==> config.mk <==
export PLATFORM = sky130hd
export DESIGN_NAME = mem_region_router_flat
export DESIGN_NICKNAME = d
export VERILOG_FILES = /design/src/rtl/mem_region_router_if.sv /design/src/rtl/mem_region_router.sv /design/src/flat_wrapper.sv
export SDC_FILE = /design/constraint.sdc
export NUM_CORES = 1
export LEC_CHECK = 0
export BUFFER_PORTS_ARGS = -buffer_cell sky130_fd_sc_hd__buf_4
export CAP_MARGIN = 20
export CORE_AREA = 4 4 257 259
export CTS_CLUSTER_DIAMETER = 50
export CTS_CLUSTER_SIZE = 24
export DETAILED_ROUTE_END_ITERATION = 12
export DIE_AREA = 0 0 261 263
export GPL_TIMING_DRIVEN = 0
export HOLD_SLACK_MARGIN = 0.08
export MAX_ROUTING_LAYER = met4
export PLACE_DENSITY = 0.61
export SLEW_MARGIN = 30
export SYNTH_ARGS = -nofsm -noshare
export SYNTH_HDL_FRONTEND = slang
export SYNTH_SLANG_ARGS = --single-unit
==> constraint.sdc <==
create_clock -name clk -period 4.6 [get_ports clk]
set_input_delay 0.69 -clock clk [delete_from_list [all_inputs] [get_ports clk]]
set_output_delay 0.69 -clock clk [all_outputs]
set_load 0.02 [all_outputs]
==> src/rtl/mem_region_router_if.sv <==
// Request, IM, DM and fault signals of the memory region router.
// The router itself connects through the slave modport.
interface mem_region_router_if #(
   parameter int ADDR_W = 64,
   parameter int DATA_W = 64,
   parameter int FCNT_W = 16
);
   logic              req_valid;
   logic              req_ready;
   logic [ADDR_W-1:0] req_addr;
   logic              req_wr;
   logic [DATA_W-1:0] req_wdata;

   logic              im_valid;
   logic              im_ready;
   logic [ADDR_W-1:0] im_addr;

   logic              dm_valid;
   logic              dm_ready;
   logic [ADDR_W-1:0] dm_addr;
   logic              dm_wr;
   logic [DATA_W-1:0] dm_wdata;

   logic              fault_valid;
   logic [1:0]        fault_code;
   logic [ADDR_W-1:0] fault_addr;
   logic [FCNT_W-1:0] fault_count;

   modport slave (
      input  req_valid, req_addr, req_wr, req_wdata, im_ready, dm_ready,
      output req_ready, im_valid, im_addr, dm_valid, dm_addr, dm_wr, dm_wdata,
      output fault_valid, fault_code, fault_addr, fault_count
   );

   modport master (
      output req_valid, req_addr, req_wr, req_wdata, im_ready, dm_ready,
      input  req_ready, im_valid, im_addr, dm_valid, dm_addr, dm_wr, dm_wdata,
      input  fault_valid, fault_code, fault_addr, fault_count
   );
endinterface

==> src/rtl/mem_region_router.sv <==
// Classifies memory requests against the IM/DM map, rebases them to region offsets and
// forwards them through a one-deep registered stage; bad requests become fault pulses.
module mem_region_router #(
   parameter int ADDR_W = 64,
   parameter int DATA_W = 64,
   parameter int FCNT_W = 16
) (
   input  logic              clk,
   input  logic              reset,
   input  logic              continue_val,
   input  logic [ADDR_W-1:0] im_bottom,
   input  logic [ADDR_W-1:0] im_top,
   input  logic [ADDR_W-1:0] dm_bottom,
   input  logic [ADDR_W-1:0] dm_top,
   mem_region_router_if.slave bus
);

   typedef enum logic [1:0] {IDLE, SEND_IM, SEND_DM} state_t;

   localparam logic [1:0] FC_NONE     = 2'b00;
   localparam logic [1:0] FC_UNMAPPED = 2'b01;
   localparam logic [1:0] FC_IM_WRITE = 2'b10;
   localparam logic [1:0] FC_MISALIGN = 2'b11;

   function automatic logic [FCNT_W-1:0] sat_inc(input logic [FCNT_W-1:0] v);
      return (&v) ? v : v + FCNT_W'(1);
   endfunction

   state_t            state_p1;
   logic              im_valid_p1;
   logic [ADDR_W-1:0] im_addr_p1;
   logic              dm_valid_p1;
   logic [ADDR_W-1:0] dm_addr_p1;
   logic              dm_wr_p1;
   logic [DATA_W-1:0] dm_wdata_p1;
   logic              fault_valid_p1;
   logic [1:0]        fault_code_p1;
   logic [ADDR_W-1:0] fault_addr_p1;
   logic [FCNT_W-1:0] fault_count_p1;

   logic   drain_ok;
   logic   accept;
   logic   misaligned;
   logic   in_im;
   logic   in_dm;
   state_t target_p0;
   logic [1:0] fcode_p0;

   // Stage p0: accept decision and classification of the incoming request
   assign drain_ok = (state_p1 == IDLE)
                   | ((state_p1 == SEND_IM) & bus.im_ready)
                   | ((state_p1 == SEND_DM) & bus.dm_ready);
   assign bus.req_ready = continue_val & drain_ok;
   assign accept        = bus.req_valid & bus.req_ready;

   assign misaligned = (bus.req_addr[2:0] != 3'b000);
   assign in_im      = (bus.req_addr >= im_bottom) && (bus.req_addr <= im_top);
   assign in_dm      = (bus.req_addr >= dm_bottom) && (bus.req_addr <= dm_top);

   // Priority: alignment first, then IM (wins on overlap), then DM.
   always_comb begin
      target_p0 = IDLE;
      fcode_p0  = FC_NONE;
      if (misaligned) begin
         fcode_p0 = FC_MISALIGN;
      end else if (in_im) begin
         if (bus.req_wr) fcode_p0  = FC_IM_WRITE;
         else            target_p0 = SEND_IM;
      end else if (in_dm) begin
         target_p0 = SEND_DM;
      end else begin
         fcode_p0 = FC_UNMAPPED;
      end
   end

   // Stage p1: registered output stage and fault reporting
   always_ff @(posedge clk) begin
      if (reset) begin
         state_p1       <= IDLE;
         im_valid_p1    <= 1'b0;
         im_addr_p1     <= '0;
         dm_valid_p1    <= 1'b0;
         dm_addr_p1     <= '0;
         dm_wr_p1       <= 1'b0;
         dm_wdata_p1    <= '0;
         fault_valid_p1 <= 1'b0;
         fault_code_p1  <= FC_NONE;
         fault_addr_p1  <= '0;
         fault_count_p1 <= '0;
      end else begin
         fault_valid_p1 <= 1'b0;
         if (drain_ok && state_p1 != IDLE) begin
            state_p1    <= IDLE;
            im_valid_p1 <= 1'b0;
            dm_valid_p1 <= 1'b0;
         end
         if (accept) begin
            if (fcode_p0 != FC_NONE) begin
               fault_valid_p1 <= 1'b1;
               fault_code_p1  <= fcode_p0;
               fault_addr_p1  <= bus.req_addr;
               fault_count_p1 <= sat_inc(fault_count_p1);
            end
            case (target_p0)
               SEND_IM: begin
                  state_p1    <= SEND_IM;
                  im_valid_p1 <= 1'b1;
                  im_addr_p1  <= bus.req_addr - im_bottom;
               end
               SEND_DM: begin
                  state_p1    <= SEND_DM;
                  dm_valid_p1 <= 1'b1;
                  dm_addr_p1  <= bus.req_addr - dm_bottom;
                  dm_wr_p1    <= bus.req_wr;
                  dm_wdata_p1 <= bus.req_wdata;
               end
               default: ;
            endcase
         end
      end
   end

   assign bus.im_valid    = im_valid_p1;
   assign bus.im_addr     = im_addr_p1;
   assign bus.dm_valid    = dm_valid_p1;
   assign bus.dm_addr     = dm_addr_p1;
   assign bus.dm_wr       = dm_wr_p1;
   assign bus.dm_wdata    = dm_wdata_p1;
   assign bus.fault_valid = fault_valid_p1;
   assign bus.fault_code  = fault_code_p1;
   assign bus.fault_addr  = fault_addr_p1;
   assign bus.fault_count = fault_count_p1;

endmodule

==> src/flat_wrapper.sv <==
// flat-port wrapper written by rule: the top's interface ports become plain ports
module mem_region_router_flat 
#(
   parameter int ADDR_W = 64,
   parameter int DATA_W = 64,
   parameter int FCNT_W = 16
)
  (clk, reset, continue_val, im_bottom, im_top, dm_bottom, dm_top, bus_req_valid, bus_req_addr, bus_req_wr, bus_req_wdata, bus_im_ready, bus_dm_ready, bus_req_ready, bus_im_valid, bus_im_addr, bus_dm_valid, bus_dm_addr, bus_dm_wr, bus_dm_wdata, bus_fault_valid, bus_fault_code, bus_fault_addr, bus_fault_count);
  mem_region_router_if #(.ADDR_W(ADDR_W), .DATA_W(DATA_W), .FCNT_W(FCNT_W)) bus_i ();
  input  logic clk;
  input  logic reset;
  input  logic continue_val;
  input  logic [ADDR_W-1:0] im_bottom;
  input  logic [ADDR_W-1:0] im_top;
  input  logic [ADDR_W-1:0] dm_bottom;
  input  logic [ADDR_W-1:0] dm_top;
  input wire logic [$bits(bus_i.req_valid)-1:0] bus_req_valid;
  input wire logic [$bits(bus_i.req_addr)-1:0] bus_req_addr;
  input wire logic [$bits(bus_i.req_wr)-1:0] bus_req_wr;
  input wire logic [$bits(bus_i.req_wdata)-1:0] bus_req_wdata;
  input wire logic [$bits(bus_i.im_ready)-1:0] bus_im_ready;
  input wire logic [$bits(bus_i.dm_ready)-1:0] bus_dm_ready;
  output wire logic [$bits(bus_i.req_ready)-1:0] bus_req_ready;
  output wire logic [$bits(bus_i.im_valid)-1:0] bus_im_valid;
  output wire logic [$bits(bus_i.im_addr)-1:0] bus_im_addr;
  output wire logic [$bits(bus_i.dm_valid)-1:0] bus_dm_valid;
  output wire logic [$bits(bus_i.dm_addr)-1:0] bus_dm_addr;
  output wire logic [$bits(bus_i.dm_wr)-1:0] bus_dm_wr;
  output wire logic [$bits(bus_i.dm_wdata)-1:0] bus_dm_wdata;
  output wire logic [$bits(bus_i.fault_valid)-1:0] bus_fault_valid;
  output wire logic [$bits(bus_i.fault_code)-1:0] bus_fault_code;
  output wire logic [$bits(bus_i.fault_addr)-1:0] bus_fault_addr;
  output wire logic [$bits(bus_i.fault_count)-1:0] bus_fault_count;
  assign bus_i.req_valid = bus_req_valid;
  assign bus_i.req_addr = bus_req_addr;
  assign bus_i.req_wr = bus_req_wr;
  assign bus_i.req_wdata = bus_req_wdata;
  assign bus_i.im_ready = bus_im_ready;
  assign bus_i.dm_ready = bus_dm_ready;
  assign bus_req_ready = bus_i.req_ready;
  assign bus_im_valid = bus_i.im_valid;
  assign bus_im_addr = bus_i.im_addr;
  assign bus_dm_valid = bus_i.dm_valid;
  assign bus_dm_addr = bus_i.dm_addr;
  assign bus_dm_wr = bus_i.dm_wr;
  assign bus_dm_wdata = bus_i.dm_wdata;
  assign bus_fault_valid = bus_i.fault_valid;
  assign bus_fault_code = bus_i.fault_code;
  assign bus_fault_addr = bus_i.fault_addr;
  assign bus_fault_count = bus_i.fault_count;
  mem_region_router #(.ADDR_W(ADDR_W), .DATA_W(DATA_W), .FCNT_W(FCNT_W)) u_core (.clk(clk), .reset(reset), .continue_val(continue_val), .im_bottom(im_bottom), .im_top(im_top), .dm_bottom(dm_bottom), .dm_top(dm_top), .bus(bus_i));
endmodule
==> qor.txt <==
Worst min path class: primary input to register
Synthesized area: 21170 um^2
Clock buffers created by TritonCTS: 45
Max incr delay on CP: 430 ps
Minimum clock period: 4403 ps
Starting density of the core: 33.14%
Vias: 22956
Number of synthesized flops with an enable pin: 0
Main synth FF type: dfxtp_1
DRT iter0 DRCs: 1502
Post-route ant nets: 0
Pre-Repair DR Iteration Count: 5
Syn Inst Count: 2816
Synth Register Bits: 280
CP top delay family: compound AO/OA/AOI/OAI gates
WP depth: 18
CTS sink cnt: 280
Maximum vdd drop: 242.7 uV
Cell taking the most area after synthesis: dfxtp_1
Critical path, cell by cell: buf_4, inv_1, ha_1, fa_1, nand2b_1, a21o_1, a21boi_1, o311a_1, a21oi_2, a311o_1, nand3_1, nand3_1, ha_1, nand2_2, buf_4, clkbuf_4, nand2_1, a21oi_1
Worst R2R Start: u_core.state_p1[0]
Crit path DAT: 4910 ps
Setup TNS Final: 0 ps
Largest net degree at the start of global routing: 16
Worst Path Required: 5100 ps
Gr usage total: 28.18%
CTS tree: done
# IOs: 670
Fin cells: 4429
Reg power frac: 30.0%
First-pass GRT wire length: 142400 um
Async set-reset flop share out of synthesis: 0%
Worst skew pair latency: 610 ps
Reg2reg path depth: 9
Slew HR: 35.88%
Status: finished clean
Post-synth top cells: nand2_1 (441), a21oi_1 (353), inv_1 (299)
Clock Skews: 29.00 ps
Int Power: 5.511 mW
DP HPWL: 82020 um
Number of buffers on the longest clock path: 3
Leak Pwr: 14.41 nW
Slowest library cell on the worst path: a311o_1
Drt total wl: 99260 um
Cell variety after synth: 81
Crit path capture: u_core.bus.dm_wdata[60]
Cell area power density: 284.4 nW/um^2
CP bufs+invs: 4
Setup Crit Path Kind: primary input to register
CP startpoint kind: primary input
Die W: 261 um
Max Slew Vio Count: 0
Switching portion of total power: 33.53%
Final setup margin: 197.2 ps
Wire length per cell: 22.41 um
Fin. Hold Viols: 0
Die area: 68640 um^2
Worst Tran Pin Value: 961.8 ps
Placer Congestion: 0.9359
Max-cap viol count: 0
Layout area overhead: 37.71%
Post-synth top area share: 26.48%
Crit share post-route: 95.71%
CTS root buf: clkbuf_16
Comb power frac: 26.0%
DIE HEIGHT: 263 um
Fmax: 0.2271 GHz
CTS H-tree lvls: 2
Critical path startpoint: bus_req_addr[0]
Initial antenna violation count: 10
Total power: 8.292 mW
Final setup fails: 0
Seq/Total Area, Yosys: 26.48%
Sw Pwr: 2.780 mW
Rows: 93
Count leader, synth: nand2_1
Reg-to-reg endpoint: u_core.bus.dm_addr[3]
Vias in the first global route: 21961
Total grt overflow: 0
CP max FO: 10
Ys Warns: 0
WHS: 323.8 ps
CP endpoint kind: register
Share of layout cells above drive strength 1: 24.18%
Nets: 4183
Clk pwr share: 43.9%
Core area: 63880 um^2
R2r setup slk: 1910 ps
Dpl ws: -2103 ps
Buffers on Ports: 668
Clock transition at the registers of the reported paths: 70 ps
Inst Count DP: 4340
Synth Area per Inst: 7.517 um^2
DRC Markers: 0
Synth top area cells: dfxtp_1 (26%), ha_1 (15%), a21oi_1 (8.3%)
Via/cell ratio: 5.183
Syn nets: 3468
## power by group through the flow
stage	logic, mW	registers [mW]	clock network (mW)
2_1_floorplan	1.23	2.59	0
3_3_place_gp	2.11	2.54	0
3_5_place_dp	2.12	2.54	0
4_1_cts	2.14	2.49	3.72
5_1_grt	2.37	2.50	3.80
6_report	2.16	2.49	3.64
## tightest hold or removal path, cell delays in order
cell and delay, ps:
buf_4 110, nand2_1 40, a21oi_1 50
## kinds of logic after synthesis
logic type | after synthesis | share of synthesized area [%]
compound gates | 796 | 23.66
xor+xnor | 97 | 4.013
simple gates | 895 | 19.29
flops | 280 | 26.48
fa+ha+maj | 261 | 15.50
buf+inv | 423 | 8.021
mux | 64 | 3.038
## cell usage in the layout (no fill, tap or decap), types with 7 or more instances in the layout
master,count
xnor2_1,59
o211ai_1,14
xor2_1,38
dfxtp_1,280
a211oi_1,18
ha_1,258
and3_1,30
mux2i_1,62
buf_4,675
clkbuf_2,24
or3_1,17
nand3_1,53
nand4_1,62
clkinv_8,7
clkbuf_1,57
clkbuf_16,45
a31o_2,9
o22ai_1,7
nand2_1,439
o21ai_1,8
nor3_1,24
a21o_1,122
buf_2,13
a21oi_1,350
a31oi_1,29
inv_1,299
nor4_1,13
nor2_1,154
nor2b_1,24
o21a_1,26
buf_6,7
nand2b_1,16
o21bai_1,15
clkbuf_4,8
and2_1,12
o31ai_1,21
o41ai_1,8
o21ai_0,83
or4_1,17
diode_2,9
## metal layers
| metal | wire (um) | track usage, % |
|---|---|---|
| met1 | 42040 | 34.79 |
| met2 | 46700 | 46.70 |
| met5 | 0 | - |
| met4 | 2405 | 6.320 |
| met3 | 8113 | 6.859 |
## worst min-delay path by stage
stage,start,to,slack [ps],cells past startpoint
after floorplan,u_core.bus.dm_addr[10],u_core.bus.dm_addr[10],530,2
after global routing,bus_req_wdata[15],u_core.bus.dm_wdata[15],300,3
after CTS,bus_req_wdata[22],u_core.bus.dm_wdata[22],280,3
after global placement,u_core.bus.dm_addr[4],u_core.bus.dm_addr[4],440,2
final,bus_req_wdata[7],u_core.bus.dm_wdata[7],320,3
after detailed placement,u_core.bus.dm_addr[51],u_core.bus.dm_addr[51],440,2
## metrics by stage
step | cell area, um^2 | util, %
final | 29150 | 45.63
after CTS | 29030 | 45.45
after global placement | 27250 | 42.66
after detailed placement | 27310 | 42.75
after floorplan | 21170 | -
after global routing | 29150 | 45.63
## area by class of cell
cell class | count | area [um^2]
timing repair buffer | 673 | 5060
tap | 855 | 1070
sequential | 280 | 5605
antenna | 9 | 22.52
inverter | 299 | 1122
clock inverter | 30 | 410.4
clock buffer | 51 | 1199
fill | 6567 | 34730
buffer | 119 | 653.1
multi-input combinational | 2113 | 14010
## what timing repair did
| item | in CTS | in global routing |
|---|---|---|
| hold endpoints to repair | 0 | 0 |
| gates cloned | 0 | 0 |
| resized for setup | 45 | 51 |
| buffers inserted | 2 | 2 |
| hold buffers | 0 | 0 |
| pin swaps | 1 | 2 |
| endpoints found under the setup margin | 199 | 192 |
## flip-flops by register name, indices dropped and copies added (netlist names)
name	count
u_core.state_p1	2
u_core.bus.fault_addr	64
u_core.bus.dm_wr	1
u_core.bus.im_valid	1
u_core.bus.dm_valid	1
u_core.bus.dm_wdata	64
u_core.bus.fault_code	2
u_core.bus.dm_addr	64
u_core.bus.im_addr	64
u_core.bus.fault_valid	1
u_core.bus.fault_count	16
Power figures use the tool's default switching activity.
